$ cat src/rtl/steed_pkg.sv
// Shared definitions for the steed host-side ATA PIO initiator:
// FSM state encoding, chip-select codes and the ATA register map.
package steed_pkg;

    // PIO cycle phases
    typedef enum logic [1:0] {
        ST_IDLE    = 2'd0,
        ST_SETUP   = 2'd1,
        ST_ACTIVE  = 2'd2,
        ST_RECOVER = 2'd3
    } pio_state_t;

    // One-hot chip selects
    localparam logic [1:0] CS0 = 2'b01;   // command block
    localparam logic [1:0] CS1 = 2'b10;   // control block

    // Command-block register addresses (CS0)
    localparam logic [2:0] IDE_DATA     = 3'd0;
    localparam logic [2:0] IDE_FEATURES = 3'd1;
    localparam logic [2:0] IDE_ERROR    = 3'd1;
    localparam logic [2:0] IDE_SEC_CNT  = 3'd2;
    localparam logic [2:0] IDE_SEC_NUM  = 3'd3;
    localparam logic [2:0] IDE_CYL_LO   = 3'd4;
    localparam logic [2:0] IDE_CYL_HI   = 3'd5;
    localparam logic [2:0] IDE_HEAD     = 3'd6;
    localparam logic [2:0] IDE_COMMAND  = 3'd7;
    localparam logic [2:0] IDE_STATUS   = 3'd7;

    // Control-block register address (CS1)
    localparam logic [2:0] IDE_DEV_CTRL = 3'd6;

endpackage

$ cat src/rtl/steed_pio_timer.sv
// Loadable down-counter shared by every PIO phase and the IORDY timeout.
// A phase loaded with N lasts N+1 cycles: done is high while value is 0.
module steed_pio_timer #(
    parameter int CNT_W = 8
) (
    input  logic             clk,
    input  logic             rst_n,
    input  logic             load,
    input  logic [CNT_W-1:0] load_val,
    output logic [CNT_W-1:0] value,
    output logic             done
);

    // Load has priority; otherwise count down and park at zero
    always_ff @(posedge clk or negedge rst_n) begin
        if (!rst_n) begin
            value <= '0;
        end else if (load) begin
            value <= load_val;
        end else if (value != '0) begin
            value <= value - 1'b1;
        end
    end

    assign done = (value == '0);

endmodule

$ cat src/rtl/steed_host_pio.sv
// Host-side ATA/IDE PIO initiator. Turns one single-beat register request
// into a timed PIO cycle on CS/DA/DIOR-/DIOW-/DD and returns read data or
// write completion.
//
// Handshake: a request transfers on a rising clk edge where req_valid and
// req_ready are both 1; req_ready is 1 only while the FSM is idle, and the
// request fields must be stable while req_valid is 1. rsp_valid is a single
// cycle pulse with rsp_rdata/rsp_err; there is no response back-pressure.
//
// Timing from the accept edge (edge 0):
//   edge 0            : CS/DA (and DD for writes) driven
//   edge T_SETUP      : strobe falls
//   +T_ACTIVE         : strobe rises (read data captured on this edge)
//   +T_HOLD           : DD output enable drops
//   +T_RECOVER+1      : CS released, rsp_valid pulses, back to idle
//
// Build option: define STEED_IORDY_EN to let the device stretch the strobe
// with IORDY (2-flop synchronised) with an IORDY_TO cycle abort.
module steed_host_pio
    import steed_pkg::*;
#(
    parameter int T_SETUP   = 3,
    parameter int T_ACTIVE  = 8,
    parameter int T_RECOVER = 6,
    parameter int T_HOLD    = 1,
    parameter int IORDY_TO  = 255,
    parameter int CNT_W     = 8
) (
    input  logic        clk,
    input  logic        rst_n,
    input  logic        req_valid,
    output logic        req_ready,
    input  logic        req_write,
    input  logic [1:0]  req_cs,
    input  logic [2:0]  req_da,
    input  logic [15:0] req_wdata,
    output logic        rsp_valid,
    output logic [15:0] rsp_rdata,
    output logic        rsp_err,
    output logic [1:0]  io_cs,
    output logic [2:0]  io_da,
    output logic        io_dior,
    output logic        io_diow,
    output logic [15:0] io_dd_out,
    output logic        io_dd_oe,
    input  logic [15:0] io_dd_in,
    input  logic        io_iordy
);

    // Timer load values: a phase of N cycles loads N-1; RECOVER holds CS for
    // T_RECOVER cycles plus the completion cycle.
    localparam logic [CNT_W-1:0] SETUP_LD   = CNT_W'(T_SETUP - 1);
    localparam logic [CNT_W-1:0] ACTIVE_LD  = CNT_W'(T_ACTIVE - 1);
    localparam logic [CNT_W-1:0] RECOVER_LD = CNT_W'(T_RECOVER);
    // Timer value in RECOVER on the cycle before DD release
    localparam logic [CNT_W-1:0] HOLD_MARK  = CNT_W'(T_RECOVER - T_HOLD + 1);

    pio_state_t       state;
    pio_state_t       state_next;
    logic             tmr_load;
    logic [CNT_W-1:0] tmr_val;
    logic [CNT_W-1:0] tmr_value;
    logic             tmr_done;
    logic             accept;
    logic             go_active;
    logic             go_recover;
    logic             end_ok;
    logic             sample;
    logic             timeout;
    logic             finish;
    logic             wr_q;
    logic             err_q;
    logic [15:0]      rd_buf;

`ifdef STEED_IORDY_EN
    localparam logic [CNT_W-1:0] IORDY_LD = CNT_W'(IORDY_TO - 1);
    logic iordy_s1;
    logic iordy_s;
    logic stretch;
    logic stretch_set;

    // Two-flop synchroniser for the asynchronous IORDY line
    always_ff @(posedge clk or negedge rst_n) begin
        if (!rst_n) begin
            iordy_s1 <= 1'b0;
            iordy_s  <= 1'b0;
        end else begin
            iordy_s1 <= io_iordy;
            iordy_s  <= iordy_s1;
        end
    end

    // Marks that the strobe is being held past T_ACTIVE waiting for IORDY
    always_ff @(posedge clk or negedge rst_n) begin
        if (!rst_n) begin
            stretch <= 1'b0;
        end else if (go_recover) begin
            stretch <= 1'b0;
        end else if (stretch_set) begin
            stretch <= 1'b1;
        end
    end
`else
    localparam int unused_iordy_to = IORDY_TO;
    logic unused_iordy;
    assign unused_iordy = io_iordy;
`endif

    steed_pio_timer #(.CNT_W(CNT_W)) u_timer (
        .clk      (clk),
        .rst_n    (rst_n),
        .load     (tmr_load),
        .load_val (tmr_val),
        .value    (tmr_value),
        .done     (tmr_done)
    );

    // FSM state register
    always_ff @(posedge clk or negedge rst_n) begin
        if (!rst_n) begin
            state <= ST_IDLE;
        end else begin
            state <= state_next;
        end
    end

    // Next-state and phase-transition strobes
    always_comb begin
        state_next = state;
        tmr_load   = 1'b0;
        tmr_val    = '0;
        accept     = 1'b0;
        go_active  = 1'b0;
        go_recover = 1'b0;
        end_ok     = 1'b0;
        sample     = 1'b0;
        timeout    = 1'b0;
        finish     = 1'b0;
`ifdef STEED_IORDY_EN
        stretch_set = 1'b0;
`endif
        case (state)
            ST_IDLE: begin
                if (req_valid) begin
                    accept     = 1'b1;
                    tmr_load   = 1'b1;
                    tmr_val    = SETUP_LD;
                    state_next = ST_SETUP;
                end
            end
            ST_SETUP: begin
                if (tmr_done) begin
                    go_active  = 1'b1;
                    tmr_load   = 1'b1;
                    tmr_val    = ACTIVE_LD;
                    state_next = ST_ACTIVE;
                end
            end
            ST_ACTIVE: begin
`ifdef STEED_IORDY_EN
                if (stretch) begin
                    if (iordy_s) begin
                        end_ok = 1'b1;
                    end else if (tmr_done) begin
                        timeout = 1'b1;
                    end
                end else if (tmr_done) begin
                    if (iordy_s) begin
                        end_ok = 1'b1;
                    end else begin
                        stretch_set = 1'b1;
                        tmr_load    = 1'b1;
                        tmr_val     = IORDY_LD;
                    end
                end
`else
                end_ok = tmr_done;
`endif
                if (end_ok || timeout) begin
                    go_recover = 1'b1;
                    sample     = end_ok && !wr_q;
                    tmr_load   = 1'b1;
                    tmr_val    = RECOVER_LD;
                    state_next = ST_RECOVER;
                end
            end
            ST_RECOVER: begin
                if (tmr_done) begin
                    finish     = 1'b1;
                    state_next = ST_IDLE;
                end
            end
            default: state_next = ST_IDLE;
        endcase
    end

    // Registered bus outputs, request latch and response generation
    always_ff @(posedge clk or negedge rst_n) begin
        if (!rst_n) begin
            req_ready <= 1'b1;
            rsp_valid <= 1'b0;
            rsp_rdata <= '0;
            rsp_err   <= 1'b0;
            io_cs     <= 2'b00;
            io_da     <= '0;
            io_dior   <= 1'b1;
            io_diow   <= 1'b1;
            io_dd_out <= '0;
            io_dd_oe  <= 1'b0;
            wr_q      <= 1'b0;
            err_q     <= 1'b0;
            rd_buf    <= '0;
        end else begin
            rsp_valid <= 1'b0;
            if (accept) begin
                req_ready <= 1'b0;
                io_cs     <= req_cs;
                io_da     <= req_da;
                wr_q      <= req_write;
                err_q     <= 1'b0;
                if (req_write) begin
                    io_dd_out <= req_wdata;
                    io_dd_oe  <= 1'b1;
                end
            end
            if (go_active) begin
                if (wr_q) begin
                    io_diow <= 1'b0;
                end else begin
                    io_dior <= 1'b0;
                end
            end
            if (go_recover) begin
                io_dior <= 1'b1;
                io_diow <= 1'b1;
            end
            if (sample) begin
                rd_buf <= io_dd_in;
            end
            if (timeout) begin
                err_q <= 1'b1;
            end
            if ((state == ST_RECOVER) && (tmr_value == HOLD_MARK)) begin
                io_dd_oe <= 1'b0;
            end
            if (finish) begin
                req_ready <= 1'b1;
                io_cs     <= 2'b00;
                io_dd_oe  <= 1'b0;
                rsp_valid <= 1'b1;
                rsp_err   <= err_q;
                if (!wr_q && !err_q) begin
                    rsp_rdata <= rd_buf;
                end
            end
        end
    end

endmodule
$ cat config.mk
export PLATFORM = sky130hd
export DESIGN_NAME = steed_host_pio
export DESIGN_NICKNAME = d
export VERILOG_FILES = /design/src/rtl/steed_pkg.sv /design/src/rtl/steed_pio_timer.sv /design/src/rtl/steed_host_pio.sv
export SDC_FILE = /design/constraint.sdc
export NUM_CORES = 1
export LEC_CHECK = 0
export ABC_AREA = 1
export CORE_ASPECT_RATIO = 0.5
export CORE_UTILIZATION = 48
export DETAILED_ROUTE_END_ITERATION = 16
export GPL_ROUTABILITY_DRIVEN = 0
export PLACE_DENSITY = 0.8
export SYNTH_ARGS = -nofsm -noshare
export SYNTH_HDL_FRONTEND = slang
export SYNTH_SLANG_ARGS = --single-unit
$ cat constraint.sdc
create_clock -name clk -period 2.4 [get_ports clk]
set_clock_uncertainty 0.2 [all_clocks]
set_input_delay 0.72 -clock clk [delete_from_list [all_inputs] [get_ports clk]]
set_output_delay 0.72 -clock clk [all_outputs]
set_load 0.05 [all_outputs]
==> results of run 1 <==
==> stage by stage <==
stage / util (%) / power (mW)
6_report: 67.9 / 6.33
5_1_grt: 67.9 / 6.67
4_1_cts: 67.9 / 6.35
3_5_place_dp: 63.2 / 5.04
3_3_place_gp: 63.2 / 4.91
2_1_floorplan: - / 4.10
==> synthesized netlist by cell type, drive strengths merged <==
| cell type | instances | share of area [%] |
|---|---|---|
| o31ai | 1 | 0.25 |
| o21ai | 11 | 1.8 |
| nor2 | 16 | 3.2 |
| nor3 | 4 | 0.66 |
| dfrtp | 66 | 54 |
| dfstp | 3 | 2.6 |
| xor2 | 3 | 0.86 |
| nand4 | 1 | 0.21 |
| o21bai | 1 | 0.25 |
| inv | 23 | 2.8 |
| a21oi | 5 | 0.82 |
| conb | 1 | 0.12 |
| ha | 9 | 3.7 |
| mux2 | 16 | 5.9 |
| clkinv | 1 | 0.12 |
| clkbuf | 2 | 0.25 |
| nand3 | 37 | 6.1 |
| xnor2 | 1 | 0.29 |
| nand2 | 104 | 14 |
| buf | 7 | 2.0 |
==> kinds of logic after synthesis <==
family | after synthesis
other cells | 1
simple gates | 162
mux | 16
flops | 69
xor+xnor | 4
buf+inv | 33
compound gates | 18
fa+ha+maj | 9
==> state kept, by name (all words and copies together), names as in the netlist <==
signal / cells
state: 2
req_ready: 1
wr_q: 1
rsp_rdata: 16
io_dd_oe: 1
io_diow: 1
u_timer.value: 8
io_da: 3
io_dior: 1
io_cs: 2
rsp_valid: 1
rd_buf: 16
io_dd_out: 16
==> worst max-delay path by stage <==
stage,slack [ns],startpoint,to,cells past startpoint
2_1_floorplan,0.53,req_valid,io_dd_out[10],5
3_3_place_gp,0.06,req_valid,io_dd_out[2],5
3_5_place_dp,0.006,req_valid,io_dd_out[7],5
4_1_cts,0.01,io_dd_out[13],io_dd_out[13],1
5_1_grt,0.02,rsp_valid,rsp_valid,1
6_report,0.05,rsp_valid,rsp_valid,1
==> layout make-up <==
class,count,share of cell area (%)
clock inverter,2,0.845
sequential,69,41.7
tap,88,2.66
inverter,24,2.17
clock buffer,14,6.13
timing repair buffer,87,18.6
multi-input combinational,210,27.9
==> power breakdown <==
group	internal [mW]	switching [mW]	leakage [nW]
registers	1.70	0.318	0.825
clock network	0.832	0.460	0.141
logic	0.947	2.07	1.17
total	3.48	2.85	2.14
==> per-layer routing <==
layer	track usage [%]	up-vias	routed length, um
li1	-	1173	-
met3	6.28	10	320
met4	9.09	0	86
met5	0	-	0
met1	28.4	1204	2890
met2	41.7	71	3890
==> impl_metrics.json, run 1 <==
{
  "status": "complete, no violations",
  "final_nets": 452,
  "path_max_fanout": 1,
  "postLayoutCellArea_um2": 4150,
  "post_cts_resized": 2,
  "setup_ws_ns": 0.0461,
  "vias": 2458,
  "avgSynthCellArea_um2": 9.76,
  "numCtsBuffers": 9,
  "power_density_nw_per_um2": 1530,
  "die_w_um": 115,
  "max-clock-path-buffers": 2,
  "syn_inst": 312,
  "viasPerCell": 4.98,
  "muxShareOfSynthArea_pct": 5.92,
  "rows": 20,
  "drv_cap": 0,
  "seq_area_frac_synth_pct": 56.8,
  "multi_input_area_um2": 1160,
  "crit_family": "buffers and inverters",
  "finalSetupViolations": 0,
  "r2r_cells": 9,
  "r2r_end": "rd_buf[0]",
  "grt_max_degree": 70,
  "antenna_found_initial": 0,
  "dp_cells": 478,
  "final_common_cell": "nand2_1",
  "placed_cell_area_um2": 3860,
  "track_usage_pct": 23.6,
  "preCtsSetupSlack_ns": 0.00553,
  "synth_fa_ha_area_share_pct": 3.70,
  "critical-path-slowest-cell": "clkdlybuf4s50_1",
  "cts_root_buf": "clkbuf_16",
  "dp_hpwl_um": 4870,
  "synth_compound_area_share_pct": 3.12,
  "synthXorXnorAreaFrac_pct": 1.15,
  "crit_chain": "clkdlybuf4s50_1",
  "yosysWarningCount": 0,
  "ant_nets": 0,
  "initial_core_util_pct": 49.9,
  "cts_tree": "done",
  "synth_area_um2": 3050,
  "ir_drop_mv": 0.885,
  "routedWlPerCell_um": 14.5,
  "crit_type": "reg2out",
  "crit_arrival_ns": 1.43,
  "die_h_um": 58.3,
  "core_um2": 6110,
  "drc_errors": 0,
  "finalWirelength_um": 7190,
  "total_leakage_power_nw": 2.14,
  "hold_viol": 0,
  "grt_pass1_vias": 2483,
  "grt_pass1_wl_um": 11900,
  "finalCritPeriodShare_pct": 98.1,
  "ctsHoldBuffers": 0,
  "fmax_mhz": 425,
  "dr.pass1.iters": 4,
  "ff2ff_setup_slack_ns": 0.31,
  "drive_above_1_share_pct": 21.7,
  "hold_path_class": "in2async",
  "post_cts.repair.setup_buffers": 0,
  "antenna_cells": 0,
  "pin_count": 85,
  "r2r_start": "u_timer.value[0]",
  "hold_ws_ns": 0.205,
  "area_delta_synth_final_pct": 36.2,
  "synth_top_family_by_area": "simple AND/OR/NAND/NOR gates",
  "drv_slew": 0,
  "min_period_ns": 2.35,
  "rsz0062_at_grt": "false",
  "synthSimpleGateAreaFrac_pct": 24.0,
  "final_cells": 494,
  "cts.sinks": 69,
  "slew_headroom_pct": 66.0,
  "tightest_slew_ns": 0.509,
  "synthesis.nets": 363,
  "max_stage_delay_ns": 0.79,
  "worst_ep_required_time_ns": 1.48,
  "cp-end-kind": "primary output",
  "cp-start-kind": "register",
  "cts_max_level": 3,
  "port_buffers": 82,
  "first_iter_violations": 110,
  "fin_setup_tns_ns": 0,
  "ys_types": 27,
  "ys_ff_latch": 69,
  "final_cell_mix": "nand2_1 (98), dfrtp_1 (66), buf_4 (42)",
  "die-area_um2": 6690,
  "cp_num_buf_inv": 1,
  "overflow": 0,
  "regArea_um2": 1730,
  "fill_cells": 450,
  "path_clk_slew_ns": 0.05,
  "clock_latency_ns": 0.32
}
(Power assumes the default switching activity.)
==> run 2, diff against run 1 <==
--- a/config.mk
+++ b/config.mk
@@ -6,11 +6,14 @@
 export NUM_CORES = 1
 export LEC_CHECK = 0
 export ABC_AREA = 1
+export CAP_MARGIN = 20
 export CORE_ASPECT_RATIO = 0.5
+export CORE_MARGIN = 1
 export CORE_UTILIZATION = 48
 export DETAILED_ROUTE_END_ITERATION = 16
 export GPL_ROUTABILITY_DRIVEN = 0
 export PLACE_DENSITY = 0.8
+export SETUP_SLACK_MARGIN = 0.2
 export SYNTH_ARGS = -nofsm -noshare
 export SYNTH_HDL_FRONTEND = slang
 export SYNTH_SLANG_ARGS = --single-unit
==> run 2 against run 1 <==
Power about the same. Via count is 0.45% higher. Worst setup slack better by 0.21 ns. Critical path type unchanged. Highest routed layer unchanged.
==> impl_metrics.json, run 2 (synthesis results as in run 1) <==
{
  "final_common_cell": "nand2_1",
  "postLayoutCellArea_um2": 4170,
  "cts_root_buf": "clkbuf_16",
  "die-area_um2": 6690,
  "dr.pass1.iters": 5,
  "die_w_um": 115,
  "drc_errors": 0,
  "grt_max_degree": 70,
  "max_stage_delay_ns": 0.54,
  "pin_count": 85,
  "hold_path_class": "in2async",
  "port_buffers": 82,
  "cp.depth": 1,
  "max-clock-path-buffers": 2,
  "initial_core_util_pct": 49.9,
  "drv_cap": 0,
  "fin_util_pct": 68.3,
  "power_density_nw_per_um2": 1520,
  "min_period_ns": 2.14,
  "crit_start": "io_dd_out[7]",
  "final_cells": 498,
  "crit_type": "reg2out",
  "cts.sinks": 69,
  "numCtsBuffers": 9,
  "crit_family": "buffers and inverters",
  "rsz0062_at_grt": "false",
  "cts_max_level": 3,
  "fmax_mhz": 467,
  "crit_chain": "dlygate4sd2_1",
  "drive_above_1_share_pct": 22.4,
  "cp_num_buf_inv": 1,
  "routedWlPerCell_um": 14.5,
  "reg.largest.list": "io_dd_out: 16 flops, rd_buf: 16 flops, rsp_rdata: 16 flops",
  "preCtsSetupSlack_ns": 0.00553,
  "r2r_cells": 6,
  "dp_cells": 478,
  "path_clk_slew_ns": 0.05,
  "setup_ws_ns": 0.256,
  "viasPerCell": 4.96,
  "ant_nets": 0,
  "placed_cell_area_um2": 3860,
  "total_leakage_power_nw": 2.16,
  "clock_latency_ns": 0.32,
  "cp-start-kind": "register",
  "vias": 2469,
  "cts_tree": "done",
  "rows": 20,
  "area_delta_synth_final_pct": 37.0,
  "first_iter_violations": 122,
  "grt_pass1_wl_um": 11900,
  "finalWirelength_um": 7210,
  "r2r_start": "state[0]",
  "drv_slew": 0,
  "core_um2": 6110,
  "hold_viol": 0,
  "final_cell_mix": "nand2_1 (98), dfrtp_1 (66), buf_4 (46)",
  "r2r_end": "io_dd_out[7]",
  "ir_drop_mv": 0.885,
  "finalSetupViolations": 0,
  "status": "complete, no violations",
  "finalCritPeriodShare_pct": 89.3,
  "power.total_mw": 6.33,
  "critical-path-slowest-cell": "dlygate4sd2_1",
  "ctsHoldBuffers": 0,
  "cp-end-kind": "primary output",
  "path_max_fanout": 2,
  "die_h_um": 58.3,
  "crit_arrival_ns": 1.22,
  "overflow": 0,
  "ff2ff_setup_slack_ns": 0.38,
  "track_usage_pct": 23.6,
  "worst_ep_required_time_ns": 1.48,
  "hold_ws_ns": 0.207,
  "fill_cells": 445,
  "grt_pass1_vias": 2483,
  "antenna_found_initial": 0,
  "final_nets": 456,
  "antenna_cells": 0,
  "fin_setup_tns_ns": 0,
  "dp_hpwl_um": 4870,
  "worstSetupEndpoint": "io_dd_out[7]"
}
run 2: worst min path at each step:
| stage | startpoint | end | slack, ns | cells after the start |
|---|---|---|---|---|
| 2_1_floorplan | rst_n | io_cs[0] | 0.22 | 0 |
| 3_3_place_gp | rd_buf[4] | rd_buf[4] | 0.25 | 2 |
| 3_5_place_dp | rd_buf[8] | rd_buf[8] | 0.26 | 2 |
| 4_1_cts | rst_n | rd_buf[14] | 0.23 | 2 |
| 5_1_grt | rst_n | io_dd_out[3] | 0.25 | 2 |
| 6_report | rst_n | io_dd_out[1] | 0.21 | 2 |
run 2: layout make-up:
cell class | count | area (um^2) | share of cell area, %
tap | 88 | 110 | 2.64
multi-input combinational | 210 | 1160 | 27.7
clock inverter | 2 | 35.0 | 0.840
clock buffer | 14 | 254 | 6.09
inverter | 24 | 90.1 | 2.16
sequential | 69 | 1730 | 41.5
timing repair buffer | 91 | 796 | 19.1
run 2: layer usage:
layer,share of wire (%),global-route usage [%]
met1,41,28.4
met2,54,41.7
met3,4.5,6.28
met4,1.3,9.09
met5,0,0
run 2: what timing repair did:
| action | CTS | global route |
|---|---|---|
| setup endpoints to repair | 4 | 1 |
| gates resized for setup | 4 | 0 |
| setup buffers | 0 | 4 |
| hold endpoints to repair | 0 | 0 |
| pin swaps | 0 | 1 |
run 2: report_power, final:
part           switching (mW)  internal (mW)
combinational            2.07          0.948
sequential              0.318           1.70
clock                   0.457          0.832
==> run 3, diff against run 2 <==
--- a/config.mk
+++ b/config.mk
@@ -7,12 +7,12 @@
 export LEC_CHECK = 0
 export ABC_AREA = 1
 export CAP_MARGIN = 20
-export CORE_ASPECT_RATIO = 0.5
+export CORE_ASPECT_RATIO = 1.4
 export CORE_MARGIN = 1
 export CORE_UTILIZATION = 48
 export DETAILED_ROUTE_END_ITERATION = 16
 export GPL_ROUTABILITY_DRIVEN = 0
-export PLACE_DENSITY = 0.8
+export PLACE_DENSITY_LB_ADDON = 0.08
 export SETUP_SLACK_MARGIN = 0.2
 export SYNTH_ARGS = -nofsm -noshare
 export SYNTH_HDL_FRONTEND = slang
==> run 3 against run 2 <==
Combinational power down 3%. Register-to-register slack better by 0.10 ns. Maximum frequency up 0.33%. Non-clock buffer count down 2. Worst hold slack worse by 0.020 ns. Critical endpoint is now rsp_rdata[5].
==> impl_metrics.json, run 3 (synthesis results as in run 1) <==
{
  "antenna_found_initial": 0,
  "finalWirelength_um": 6280,
  "hold_viol": 0,
  "crit_chain": "dlygate4sd2_1",
  "fill_cells": 520,
  "grt_pass1_wl_um": 10400,
  "cts_tree": "done",
  "pin_count": 85,
  "crit_family": "buffers and inverters",
  "drc_errors": 0,
  "crit_type": "reg2out",
  "fmax_mhz": 468,
  "numCtsBuffers": 9,
  "switching_power_mw": 2.72,
  "dp_cells": 464,
  "drive_above_1_share_pct": 20.1,
  "viasPerCell": 4.95,
  "grt_max_degree": 70,
  "port_buffers": 82,
  "finalCritPeriodShare_pct": 89.0,
  "cts_root_buf": "clkbuf_8",
  "cp-start-kind": "register",
  "min_period_ns": 2.14,
  "final_cells": 480,
  "fin_setup_tns_ns": 0,
  "cp-end-kind": "primary output",
  "p_seq_share_pct": 33.4,
  "track_usage_pct": 20.2,
  "path_max_fanout": 2,
  "cts.sinks": 69,
  "drv_cap": 0,
  "drv_slew": 0,
  "p_int_mw": 3.21,
  "die_h_um": 96.2,
  "area_delta_synth_final_pct": 33.6,
  "crit_arrival_ns": 1.22,
  "cts_max_level": 3,
  "final_nets": 454,
  "power_frac_comb_pct": 49.6,
  "reg.largest.list": "io_dd_out: 16 flops, rd_buf: 16 flops, rsp_rdata: 16 flops",
  "grt_pass1_vias": 2237,
  "die-area_um2": 6670,
  "max-clock-path-buffers": 2,
  "rows": 34,
  "core_um2": 6170,
  "routedWlPerCell_um": 13.1,
  "finalSetupViolations": 0,
  "die_w_um": 69.3,
  "rsz0062_at_grt": "false",
  "dp_hpwl_um": 4400,
  "ant_nets": 0,
  "final_common_cell": "nand2_1",
  "first_iter_violations": 112,
  "status": "complete, no violations",
  "ir_drop_mv": 0.782,
  "max_stage_delay_ns": 0.53,
  "total_leakage_power_nw": 2.11,
  "final_cell_mix": "nand2_1 (98), dfrtp_1 (66), clkdlybuf4s50_1 (39)",
  "clock_latency_ns": 0.34,
  "postLayoutCellArea_um2": 4070,
  "dr.pass1.iters": 4,
  "fin_util_pct": 65.9,
  "critical-path-slowest-cell": "dlygate4sd2_1",
  "cp_num_buf_inv": 1,
  "hold_ws_ns": 0.187,
  "overflow": 0,
  "initial_core_util_pct": 49.4,
  "switching_share_pct": 45.9,
  "worst_ep_required_time_ns": 1.48,
  "hold_path_class": "in2async",
  "path_clk_slew_ns": 0.07,
  "antenna_cells": 0,
  "clock_power_share_pct": 17.0,
  "placed_cell_area_um2": 3870,
  "vias": 2376,
  "power_density_nw_per_um2": 1460
}
## run 3: cell count changes in the layout (fill, tap and decap cells not counted)
cell / before / now
clkinvlp_4: 0 / 1
dlygate4sd2_1: 4 / 12
clkdlybuf4s15_1: 0 / 1
clkbuf_1: 4 / 3
clkbuf_16: 9 / 0
clkbuf_8: 1 / 9
buf_4: 46 / 35
bufinv_16: 1 / 2
## run 3: what timing repair did
| item | in CTS | in global routing |
|---|---|---|
| hold endpoints to repair | 0 | 0 |
| pin swaps | 0 | 0 |
| hold buffers | 0 | 0 |
| endpoints found under the setup margin | 13 | 1 |
| buffers inserted | 0 | 0 |
| resized for setup | 13 | 1 |
## run 3: worst paths after layout
path	end	cells past startpoint	startpoint	slack, ns
setup / recovery	rsp_rdata[5]	1	rsp_rdata[5]	0.26
hold / removal	u_timer.value[5]	2	rst_n	0.19
setup reg to reg	io_dd_out[11]	6	state[0]	0.48
hold reg to reg	rsp_rdata[4]	2	rsp_rdata[4]	0.27
max in group asynchronous	io_dior	2	rst_n	1.48
min in group clk	rsp_rdata[4]	2	rsp_rdata[4]	0.27
## run 3: per-layer routing
metal | part of all wire (%) | wire [um] | global-route usage, %
met1 | 43 | 2680 | 24.3
met3 | 4.0 | 253 | 4.61
met5 | 0 | 0 | 0
met2 | 52 | 3240 | 34.3
met4 | 1.6 | 98 | 10.0
## run 3: layout make-up
| type | count | area (um^2) | area share (%) |
|---|---|---|---|
| clock inverters | 4 | 72.6 | 1.78 |
| clock buffers | 12 | 135 | 3.32 |
| inverters | 24 | 90.1 | 2.21 |
| multi-input cells | 210 | 1160 | 28.4 |
| well taps | 72 | 90.1 | 2.21 |
| repair buffers | 89 | 793 | 19.5 |
| flip-flops and latches | 69 | 1730 | 42.5 |
## run 3: per-stage QoR
| step | power (mW) | setup WS (ns) |
|---|---|---|
| final | 5.93 | 0.263 |
| after global routing | 6.30 | 0.203 |
| after CTS | 5.98 | 0.243 |
| after detailed placement | 5.04 | 0.0600 |
| after global placement | 4.98 | 0.0703 |
| after floorplan | 4.10 | 0.529 |
## run 3: power groups by stage
stage / combinational (mW) / clock (mW) / sequential, mW
4_1_cts: 2.97 / 1.03 / 1.98
2_1_floorplan: 1.06 / 0 / 3.04
5_1_grt: 3.19 / 1.06 / 2.05
6_report: 2.94 / 1.01 / 1.98
3_3_place_gp: 2.99 / 0 / 1.99
3_5_place_dp: 3.03 / 0 / 2.01
